`src/rtl/read_arbiter_if.sv`:
```
// ---------------------------------------------------------------------------
// read_arbiter_if
//   One read channel: an address request handshake followed, in order, by a
//   read-data handshake.
//
//   Handshake rule (both halves): a transfer happens on a rising clock edge
//   where valid && ready are both 1. Once valid is raised it is held, with a
//   stable payload, until that transfer.
//
//   Signals
//     addr_valid / addr_ready / addr   request from master to slave
//     data_valid / data_ready / data   read data from slave to master
//   Modports
//     master  issues requests and accepts data (memory-side port of the arbiter)
//     slave   accepts requests and returns data (core-side ports of the arbiter)
// ---------------------------------------------------------------------------
interface read_arbiter_if #(
    parameter int DATA_WIDTH = 32
);
    logic                  addr_valid;
    logic                  addr_ready;
    logic [DATA_WIDTH-1:0] addr;
    logic                  data_valid;
    logic                  data_ready;
    logic [DATA_WIDTH-1:0] data;

    modport master (
        output addr_valid, addr, data_ready,
        input  addr_ready, data_valid, data
    );

    modport slave (
        input  addr_valid, addr, data_ready,
        output addr_ready, data_valid, data
    );
endinterface

```
`src/rtl/read_arbiter.sv`:
```
// ---------------------------------------------------------------------------
// read_arbiter
//   Arbitrates the instruction-read (ir) and data-read (dr) channels onto the
//   single memory read channel (m). The source of every accepted request is
//   pushed into an ID FIFO; read data coming back from memory is steered to
//   the source at the FIFO head, so responses return in request order.
//
//   Optional feature macro: READ_ARB_ROUND_ROBIN_EN
//     defined   - on a tie, grant the source that was not granted last
//     undefined - on a tie, IR always wins (last grant is still tracked)
//
//   Ports
//     clk, rst        clock, synchronous active-high reset
//     ir, dr          core-side read channels (slave modport)
//     m               memory-side read channel (master modport)
//     outstanding     ID FIFO occupancy
//     proto_err       sticky: memory data seen while nothing was outstanding
//     dbg_lock        request lock state (held until the memory accepts)
//     dbg_last_grant  last granted source, 0 = IR, 1 = DR
// ---------------------------------------------------------------------------
module read_arbiter #(
    parameter int DATA_WIDTH = 32,
    parameter int MAX_OUTST  = 4,
    parameter int PTR_W      = $clog2(MAX_OUTST)
) (
    input  logic             clk,
    input  logic             rst,
    read_arbiter_if.slave    ir,
    read_arbiter_if.slave    dr,
    read_arbiter_if.master   m,
    output logic [PTR_W:0]   outstanding,
    output logic             proto_err,
    output logic             dbg_lock,
    output logic             dbg_last_grant
);

    typedef enum logic [1:0] {
        SEL_NONE = 2'd0,
        SEL_IR   = 2'd1,
        SEL_DR   = 2'd2
    } sel_e;

    typedef enum logic {
        SRC_IR = 1'b0,
        SRC_DR = 1'b1
    } src_e;

    localparam logic [PTR_W:0] FULL_CNT = (PTR_W+1)'(MAX_OUTST);

    // Registered state
    logic                 lock_q,       lock_d;
    src_e                 lock_src_q,   lock_src_d;
    src_e                 last_grant_q, last_grant_d;
    logic [MAX_OUTST-1:0] fifo_q,       fifo_d;      // one source bit per entry
    logic [PTR_W-1:0]     wr_ptr_q,     wr_ptr_d;
    logic [PTR_W-1:0]     rd_ptr_q,     rd_ptr_d;
    logic [PTR_W:0]       count_q,      count_d;
    logic                 proto_err_q,  proto_err_d;

    // Combinational
    sel_e sel;
    src_e sel_src;
    src_e head;
    logic full;
    logic empty;
    logic push;
    logic pop;

    always_comb begin
        full  = (count_q == FULL_CNT);
        empty = (count_q == '0);

        // Grant selection. A locked request keeps its source until accepted so
        // memory sees a stable valid/address.
        sel = SEL_NONE;
        if (lock_q) begin
            sel = (lock_src_q == SRC_DR) ? SEL_DR : SEL_IR;
        end else if (ir.addr_valid && dr.addr_valid) begin
`ifdef READ_ARB_ROUND_ROBIN_EN
            sel = (last_grant_q == SRC_IR) ? SEL_DR : SEL_IR;
`else
            sel = SEL_IR;
`endif
        end else if (ir.addr_valid) begin
            sel = SEL_IR;
        end else if (dr.addr_valid) begin
            sel = SEL_DR;
        end
        sel_src = (sel == SEL_DR) ? SRC_DR : SRC_IR;

        // Request path. No push while full, even if a pop happens this cycle.
        m.addr_valid  = (sel != SEL_NONE) && !full;
        m.addr        = (sel == SEL_IR) ? ir.addr :
                        (sel == SEL_DR) ? dr.addr : '0;
        ir.addr_ready = (sel == SEL_IR) && !full && m.addr_ready;
        dr.addr_ready = (sel == SEL_DR) && !full && m.addr_ready;

        // Response path: only the FIFO head source sees memory data.
        head          = src_e'(fifo_q[rd_ptr_q]);
        ir.data_valid = 1'b0;
        ir.data       = '0;
        dr.data_valid = 1'b0;
        dr.data       = '0;
        m.data_ready  = 1'b0;
        if (!empty) begin
            if (head == SRC_IR) begin
                ir.data_valid = m.data_valid;
                ir.data       = m.data;
                m.data_ready  = ir.data_ready;
            end else begin
                dr.data_valid = m.data_valid;
                dr.data       = m.data;
                m.data_ready  = dr.data_ready;
            end
        end

        push = m.addr_valid && m.addr_ready;
        pop  = m.data_valid && m.data_ready;

        // Next state
        lock_d       = m.addr_valid && !m.addr_ready;
        lock_src_d   = m.addr_valid ? sel_src : lock_src_q;
        last_grant_d = push ? sel_src : last_grant_q;

        fifo_d   = fifo_q;
        wr_ptr_d = wr_ptr_q;
        rd_ptr_d = rd_ptr_q;
        if (push) begin
            fifo_d[wr_ptr_q] = sel_src;
            wr_ptr_d         = wr_ptr_q + 1'b1;
        end
        if (pop) begin
            rd_ptr_d = rd_ptr_q + 1'b1;
        end

        case ({push, pop})
            2'b10:   count_d = count_q + 1'b1;
            2'b01:   count_d = count_q - 1'b1;
            default: count_d = count_q;
        endcase

        proto_err_d = proto_err_q || (m.data_valid && empty);
    end

    always_ff @(posedge clk) begin
        if (rst) begin
            lock_q       <= 1'b0;
            lock_src_q   <= SRC_IR;
            last_grant_q <= SRC_DR;
            fifo_q       <= '0;
            wr_ptr_q     <= '0;
            rd_ptr_q     <= '0;
            count_q      <= '0;
            proto_err_q  <= 1'b0;
        end else begin
            lock_q       <= lock_d;
            lock_src_q   <= lock_src_d;
            last_grant_q <= last_grant_d;
            fifo_q       <= fifo_d;
            wr_ptr_q     <= wr_ptr_d;
            rd_ptr_q     <= rd_ptr_d;
            count_q      <= count_d;
            proto_err_q  <= proto_err_d;
        end
    end

    assign outstanding    = count_q;
    assign proto_err      = proto_err_q;
    assign dbg_lock       = lock_q;
    assign dbg_last_grant = last_grant_q;

endmodule

```
`src/flat_wrapper.sv`:
```
// flat-port wrapper written by rule: the top's interface ports become plain ports
module read_arbiter_flat 
#(
    parameter int DATA_WIDTH = 32,
    parameter int MAX_OUTST  = 4,
    parameter int PTR_W      = $clog2(MAX_OUTST)
)
  (clk, rst, outstanding, proto_err, dbg_lock, dbg_last_grant, ir_addr_valid, ir_addr, ir_data_ready, ir_addr_ready, ir_data_valid, ir_data, dr_addr_valid, dr_addr, dr_data_ready, dr_addr_ready, dr_data_valid, dr_data, m_addr_valid, m_addr, m_data_ready, m_addr_ready, m_data_valid, m_data);
  read_arbiter_if #(.DATA_WIDTH(DATA_WIDTH)) ir_i ();
  read_arbiter_if #(.DATA_WIDTH(DATA_WIDTH)) dr_i ();
  read_arbiter_if #(.DATA_WIDTH(DATA_WIDTH)) m_i ();
  input  logic clk;
  input  logic rst;
  output logic [PTR_W:0] outstanding;
  output logic proto_err;
  output logic dbg_lock;
  output logic dbg_last_grant;
  input wire logic [$bits(ir_i.addr_valid)-1:0] ir_addr_valid;
  input wire logic [$bits(ir_i.addr)-1:0] ir_addr;
  input wire logic [$bits(ir_i.data_ready)-1:0] ir_data_ready;
  output wire logic [$bits(ir_i.addr_ready)-1:0] ir_addr_ready;
  output wire logic [$bits(ir_i.data_valid)-1:0] ir_data_valid;
  output wire logic [$bits(ir_i.data)-1:0] ir_data;
  input wire logic [$bits(dr_i.addr_valid)-1:0] dr_addr_valid;
  input wire logic [$bits(dr_i.addr)-1:0] dr_addr;
  input wire logic [$bits(dr_i.data_ready)-1:0] dr_data_ready;
  output wire logic [$bits(dr_i.addr_ready)-1:0] dr_addr_ready;
  output wire logic [$bits(dr_i.data_valid)-1:0] dr_data_valid;
  output wire logic [$bits(dr_i.data)-1:0] dr_data;
  output wire logic [$bits(m_i.addr_valid)-1:0] m_addr_valid;
  output wire logic [$bits(m_i.addr)-1:0] m_addr;
  output wire logic [$bits(m_i.data_ready)-1:0] m_data_ready;
  input wire logic [$bits(m_i.addr_ready)-1:0] m_addr_ready;
  input wire logic [$bits(m_i.data_valid)-1:0] m_data_valid;
  input wire logic [$bits(m_i.data)-1:0] m_data;
  assign ir_i.addr_valid = ir_addr_valid;
  assign ir_i.addr = ir_addr;
  assign ir_i.data_ready = ir_data_ready;
  assign ir_addr_ready = ir_i.addr_ready;
  assign ir_data_valid = ir_i.data_valid;
  assign ir_data = ir_i.data;
  assign dr_i.addr_valid = dr_addr_valid;
  assign dr_i.addr = dr_addr;
  assign dr_i.data_ready = dr_data_ready;
  assign dr_addr_ready = dr_i.addr_ready;
  assign dr_data_valid = dr_i.data_valid;
  assign dr_data = dr_i.data;
  assign m_addr_valid = m_i.addr_valid;
  assign m_addr = m_i.addr;
  assign m_data_ready = m_i.data_ready;
  assign m_i.addr_ready = m_addr_ready;
  assign m_i.data_valid = m_data_valid;
  assign m_i.data = m_data;
  read_arbiter #(.DATA_WIDTH(DATA_WIDTH), .MAX_OUTST(MAX_OUTST), .PTR_W(PTR_W)) u_core (.clk(clk), .rst(rst), .ir(ir_i), .dr(dr_i), .m(m_i), .outstanding(outstanding), .proto_err(proto_err), .dbg_lock(dbg_lock), .dbg_last_grant(dbg_last_grant));
endmodule
```
`config.mk`:
```
export PLATFORM = sky130hd
export DESIGN_NAME = read_arbiter_flat
export DESIGN_NICKNAME = d
export VERILOG_FILES = /design/src/rtl/read_arbiter_if.sv /design/src/rtl/read_arbiter.sv /design/src/flat_wrapper.sv
export SDC_FILE = /design/constraint.sdc
export NUM_CORES = 1
export LEC_CHECK = 0
export ABC_CLOCK_PERIOD_IN_PS = 4000
export CORE_AREA = 8 8 78 94
export CTS_BUF_LIST = sky130_fd_sc_hd__clkbuf_2
export CTS_CLUSTER_DIAMETER = 200
export CTS_CLUSTER_SIZE = 12
export DETAILED_ROUTE_END_ITERATION = 12
export DIE_AREA = 0 0 86 102
export GPL_TIMING_DRIVEN = 1
export PLACE_DENSITY = 0.88
export SETUP_SLACK_MARGIN = 0.5
export SYNTH_ARGS = -nofsm -noshare
export SYNTH_HDL_FRONTEND = slang
export SYNTH_SLANG_ARGS = --single-unit
```
`constraint.sdc`:
```
create_clock -name clk -period 4 [get_ports clk]
set_input_delay 0.6 -clock clk [delete_from_list [all_inputs] [get_ports clk]]
set_output_delay 0.6 -clock clk [all_outputs]
set_load 0.02 [all_outputs]
```
Word-level counts from Yosys, hierarchy flattened:

Cells that the tools add are included.

* register bits after elaboration: 15
* input bits: 104
* output and inout bits: 108
* logic and storage cells: 61

* add/subtract/negate cells: 4
* magnitude comparators: 3
* equal/unequal tests: 5
* multiplexer cells: 24
* reduce and logical (&&, ||, !) cells: 17

Operators with widths (number)
* $mux 32: 6
* $logic_and 1x1->1: 11
* $mux 2: 5
* $mux 1: 9
* $lt 2x3->1 const B: 2
* $pmux 3 s2: 1
* $add 2x1->2 const B: 2
* $bwmux 4: 1
* $eq 2x1->1 const B: 2
* $eq 2x2->1 const B: 2
* $reduce_bool 2->1: 2
* $add 3x1->3 const B: 1
* $eq 3x3->1 const B: 1
* $logic_not 3->1: 1
* $sub 3x1->3 const B: 1
* $bmux 1 s2: 1
* $demux 1 s2: 1
* $ge 2x1->1 const B: 1
* $logic_not 1->1: 2
* $logic_or 1x1->1: 1

Longest topological paths before layout:

* depth after elaboration: 9
* mapped depth: 9

Worst setup path after synthesis:

No wires, ideal clock.

* path type: register -> register
* start point: register u_core.rd_ptr_q[0]
* end point: register u_core.count_q[2], in the netlist u_core.outstanding[2]
* setup time: 0.071 ns
* arrival time: 2.413 ns
* required time: 3.929 ns
* setup slack: 1.516 ns
* stages on the path, launching flop included: 10
* clock period less this slack: 2.484 ns
* cells stage by stage: dfxtp_1 > buf_6 > mux4_2 > mux2i_4 > nor2_2 > ha_1 > fa_1 > xnor2_1 > or3_1 > a21oi_1

* word-level cells in the longest chain between the ends: 7
* elaborated cells between the ends (all ways): 9
* classes of those cells: eq/ne (2); mux (5); reduce/logical (2)

RTL lines
* start: declaration: RTL line read_arbiter.sv:56 `logic [PTR_W-1:0] rd_ptr_q, rd_ptr_d;`
* start signal: assignment: RTL line read_arbiter.sv:161 `rd_ptr_q <= rd_ptr_d;`
* $bmux 1 s2 (*): RTL line read_arbiter.sv:99 `head = src_e'(fifo_q[rd_ptr_q]);`
* $mux 1 (implied by the code) (*): RTL line read_arbiter.sv:99
* $mux 1 (*): RTL line read_arbiter.sv:106 `if (head == SRC_IR) begin`
* $mux 1 (*): RTL line read_arbiter.sv:105 `if (!empty) begin`
* $logic_and 1x1->1 (*): RTL line read_arbiter.sv:118 `pop = m.data_valid && m.data_ready;`
* named net u_core.pop: RTL line read_arbiter.sv:67 `logic pop;`
* $eq 2x1->1 or $eq 2x2->1 (tied branches): RTL line read_arbiter.sv:136 `case ({push, pop})`
* $pmux 3 s2 or $reduce_bool 2->1 (tied branches)
* end signal: assignment: RTL line read_arbiter.sv:162 `count_q <= count_d;`
* end: declaration: RTL line read_arbiter.sv:57 `logic [PTR_W:0] count_q, count_d;`

The timed path passes the listed nets; every way through them passes the cells marked *. The select of a mux whose other input is x is not followed.
A chain may end at the register's enable or synchronous reset.

Worst setup path in the final report:

* start point: input ir_addr_valid
* end point: output m_addr[17]

* word-level cells in the longest chain between the ends: 6
* elaborated cells between the ends (all ways): 8
* classes of those cells: eq/ne (2); mux (5); reduce/logical (1)

RTL lines
* start: declaration: RTL line flat_wrapper.sv:18 `input wire logic [$bits(ir_i.addr_valid)-1:0] ir_addr_valid;`
* $mux 2 or $logic_and 1x1->1 (tied branches): RTL line read_arbiter.sv:84, read_arbiter.sv:78
* $mux 2 (*): RTL line read_arbiter.sv:78 `end else if (ir.addr_valid && dr.addr_valid) begin`
* $mux 2 (*): RTL line read_arbiter.sv:76 `if (lock_q) begin`
* $eq 2x2->1: RTL line read_arbiter.sv:94 `(sel == SEL_DR) ? dr.addr : '0;`
* $mux 32: RTL line read_arbiter.sv:94
* $mux 32 (*): RTL line read_arbiter.sv:93 `m.addr = (sel == SEL_IR) ? ir.addr :`
* end: declaration: RTL line flat_wrapper.sv:31 `output wire logic [$bits(m_i.addr)-1:0] m_addr;`

Mark *: on every way between the ends. The rest lies on a longest branch, timed or not.

==> out/results.txt <==
Clock power frac = 0.064
P_leak = 1.67 nW
P&R area growth vs syn = 138%
Post-cts resize count = 0
Fin crit period = 3.36 ns
Critical Path AT = 2.76 ns
Vias = 2,428
Seq/Total Area, Yosys = 0.189
Layout Skew = 0.00892 ns
Total grt overflow = 0
Worst vdd ir = 222 uV
Critical path class = input pin to primary output
Routed Antenna Nets = 0
Worst Hold Class = flop to flop
CP Launch Type = input pin
Final period util = 0.841
Die area = 8770 sq um
Synth top area share = 0.259
CTS tree = done
Synth Area in Adders = 0.0519
Pre-CTS setup slack = 0.629 ns
CP Max Fanout = 15
Post-synth EDFFs = 0
Hpwl dp = 8.45 mm
Most used DFF post-synth = dfxtp_1
Achievable Freq = 0.297 GHz
Sw Share = 0.454
Port Buf Inserts = 211
# setup viols final = 0
Max_slew headroom = 0.551
Worst Setup End Kind = primary output
Worst path most repeated cell = clkdlybuf4s50_1
Die height = 102 um
Global-route wire length before repair = 13.7 mm
Simple-gate portion of the synthesized area = 0.344
Combinational power share = 0.778
H-tree depth = 1
Vias in the first global route = 2,472
CTS Sinks = 15
Mapped cell area = 1590 sq um
Post-CTS setup buffer count = 0
Synth warnings = 0
Asr flop ratio synth = 0
Clock Latency Late Sink = 0.30 ns
WL/cell = 19.8 um
Initial antenna violation count = 1
Synth Area in XOR/XNOR = 0.0165
Final wirelength = 9.65 mm
PD cells = 318 nW/um^2
Starting density of the core = 0.272
P_sw = 0.546 mW
Synthesized area per cell = 7.65 sq um
CTS Root Cell = clkbuf_2
Vias per cell = 4.98
CP startpoint = ir_addr_valid
Core footprint = 5860 sq um
Syn Nets = 318
Seq pwr share = 0.158
Final Hold Viols = 0
# DRC = 0
Die X = 86 um
Crit-path slowest cell = clkdlybuf4s50_1
GPL Wtd Cong = 0.812
Compound-Gate Fraction of Synth Area = 0.248
Status = completed
Final non-filler cell total = 488
Synth Register Bits = 15
Most frequent cells in the layout = clkdlybuf4s50_1 (211), and3_1 (66), a22o_1 (32)
Final WS setup = 0.635 ns
Std cell rows = 31
Reg2reg start = u_core.rd_ptr_q[0]
Clock Tree Buf Depth = 2
MaxCap Viol Count = 0
CP max stage delay = 0.61 ns
Internal Power = 0.658 mW
# hold bufs at CTS = 0
Total GRT Usage = 0.203
Combinational family with the most area after synthesis = simple AND/OR/NAND/NOR gates
Io pins = 212
Drt pass-1 iters = 4
CP Data Required Time = 3.40 ns
Clock transition at path regs = 0.15 ns
DRT iter0 DRCs = 63
Slew @ Worst Pin = 0.672 ns
Crit path cell chain = clkdlybuf4s50_1 -> nand2b_1 -> o21ai_2 -> buf_4 -> a22o_1 -> clkdlybuf4s50_1
Yosys top cell by area = and3_1
Most common cell after layout, fill and taps aside = clkdlybuf4s50_1
Slew Limit Fails = 0
Mux cell area share after synthesis = 0.0700
Unrepaired setup endpoints after global routing = false
HP Start = u_core.proto_err
Layout Nets = 516
Distinct cells, synth = 32
Mapped Cells = 208
Placed instance count = 483
Pin count of the biggest net entering global routing = 67
Setup TNS = 0 ns
TritonCTS Buffers = 3
Share of cells above drive strength 1 = 0.0444
Largest cells by area after synthesis = and3_1 (26%), dfxtp_1 (19%), a22o_1 (18%)
[state kept, by name, summed over array words and instances (netlist names)]
name	flops
u_core.dbg_lock	1
u_core.rd_ptr_q	2
u_core.outstanding	3
u_core.lock_src_q	1
u_core.wr_ptr_q	2
u_core.dbg_last_grant	1
u_core.fifo_q	4
u_core.proto_err	1
[final timing paths]
path                                              end  slack [ns]  cells past startpoint
worst max-delay path                       m_addr[17]        0.64                      6
worst min-delay path                 u_core.proto_err        0.49                      2
worst max register to register  u_core.outstanding[2]        1.00                      8
worst min register to register       u_core.proto_err        0.49                      2
[synth_stat cells, drive strengths merged, types with 2 or more instances]
library cell / instances
nand4: 4
ha: 5
or3: 3
nand2: 2
inv: 8
clkbuf: 23
dfxtp: 15
nor3: 2
nor2: 12
xnor2: 2
a21oi: 8
mux2i: 5
mux2: 2
a22o: 32
and3: 66
o21ai: 7
[power by group through the flow]
| stage | clock (mW) | combinational [mW] | sequential (mW) |
|---|---|---|---|
| floorplan | 0 | 0.468 | 0.200 |
| global placement | 0 | 0.930 | 0.192 |
| detailed placement | 0 | 0.942 | 0.194 |
| CTS | 0.0763 | 0.943 | 0.191 |
| global route | 0.0841 | 0.999 | 0.194 |
| finish | 0.0765 | 0.937 | 0.190 |
[final cells by class]
type	instances	area [sq um]
clock buffers	3	15.0
flip-flops and latches	15	300
fillers	511	2070
clock inverters	1	5.00
diodes	1	2.50
well taps	82	103
inverters	8	30.0
multi-input cells	161	1170
repair buffers	217	2160
[logic make-up (layout without fill, tap and decap cells)]
| group | after synthesis | after routing |
|---|---|---|
| multiplexers | 8 | 8 |
| XOR/XNOR | 3 | 3 |
| adder cells (fa/ha/maj) | 6 | 6 |
| buffers and inverters | 32 | 229 |
| other | 0 | 1 |
| flip-flops | 15 | 15 |
| AND/OR/NAND/NOR | 93 | 93 |
| AO/OA/AOI/OAI | 51 | 51 |
[stage by stage]
step	power (mW)	hold WS [ns]	util	cell area, sq um
after global routing	1.28	0.538	0.646	3780
after global placement	1.12	0.453	0.643	3760
after detailed placement	1.14	0.459	0.643	3760
after CTS	1.21	0.491	0.646	3780
final	1.20	0.491	0.647	3790
after floorplan	0.668	0.451	-	1590
[layer usage]
layer	vias up	global-route usage	wire length (um)
li1	1177	-	-
met1	1075	0.214	3630
met2	170	0.370	4650
met3	4	0.0965	1330
met4	2	0.0162	21
met5	-	0	13
[critical path, delay by kind of cell]
kind / cells / cell delay [ns]
AND/OR/NAND/NOR: 1 / 0.18
AO/OA/AOI/OAI: 2 / 0.58
buffers and inverters: 3 / 1.39
No activity file was read; power rests on OpenSTA's default activity.
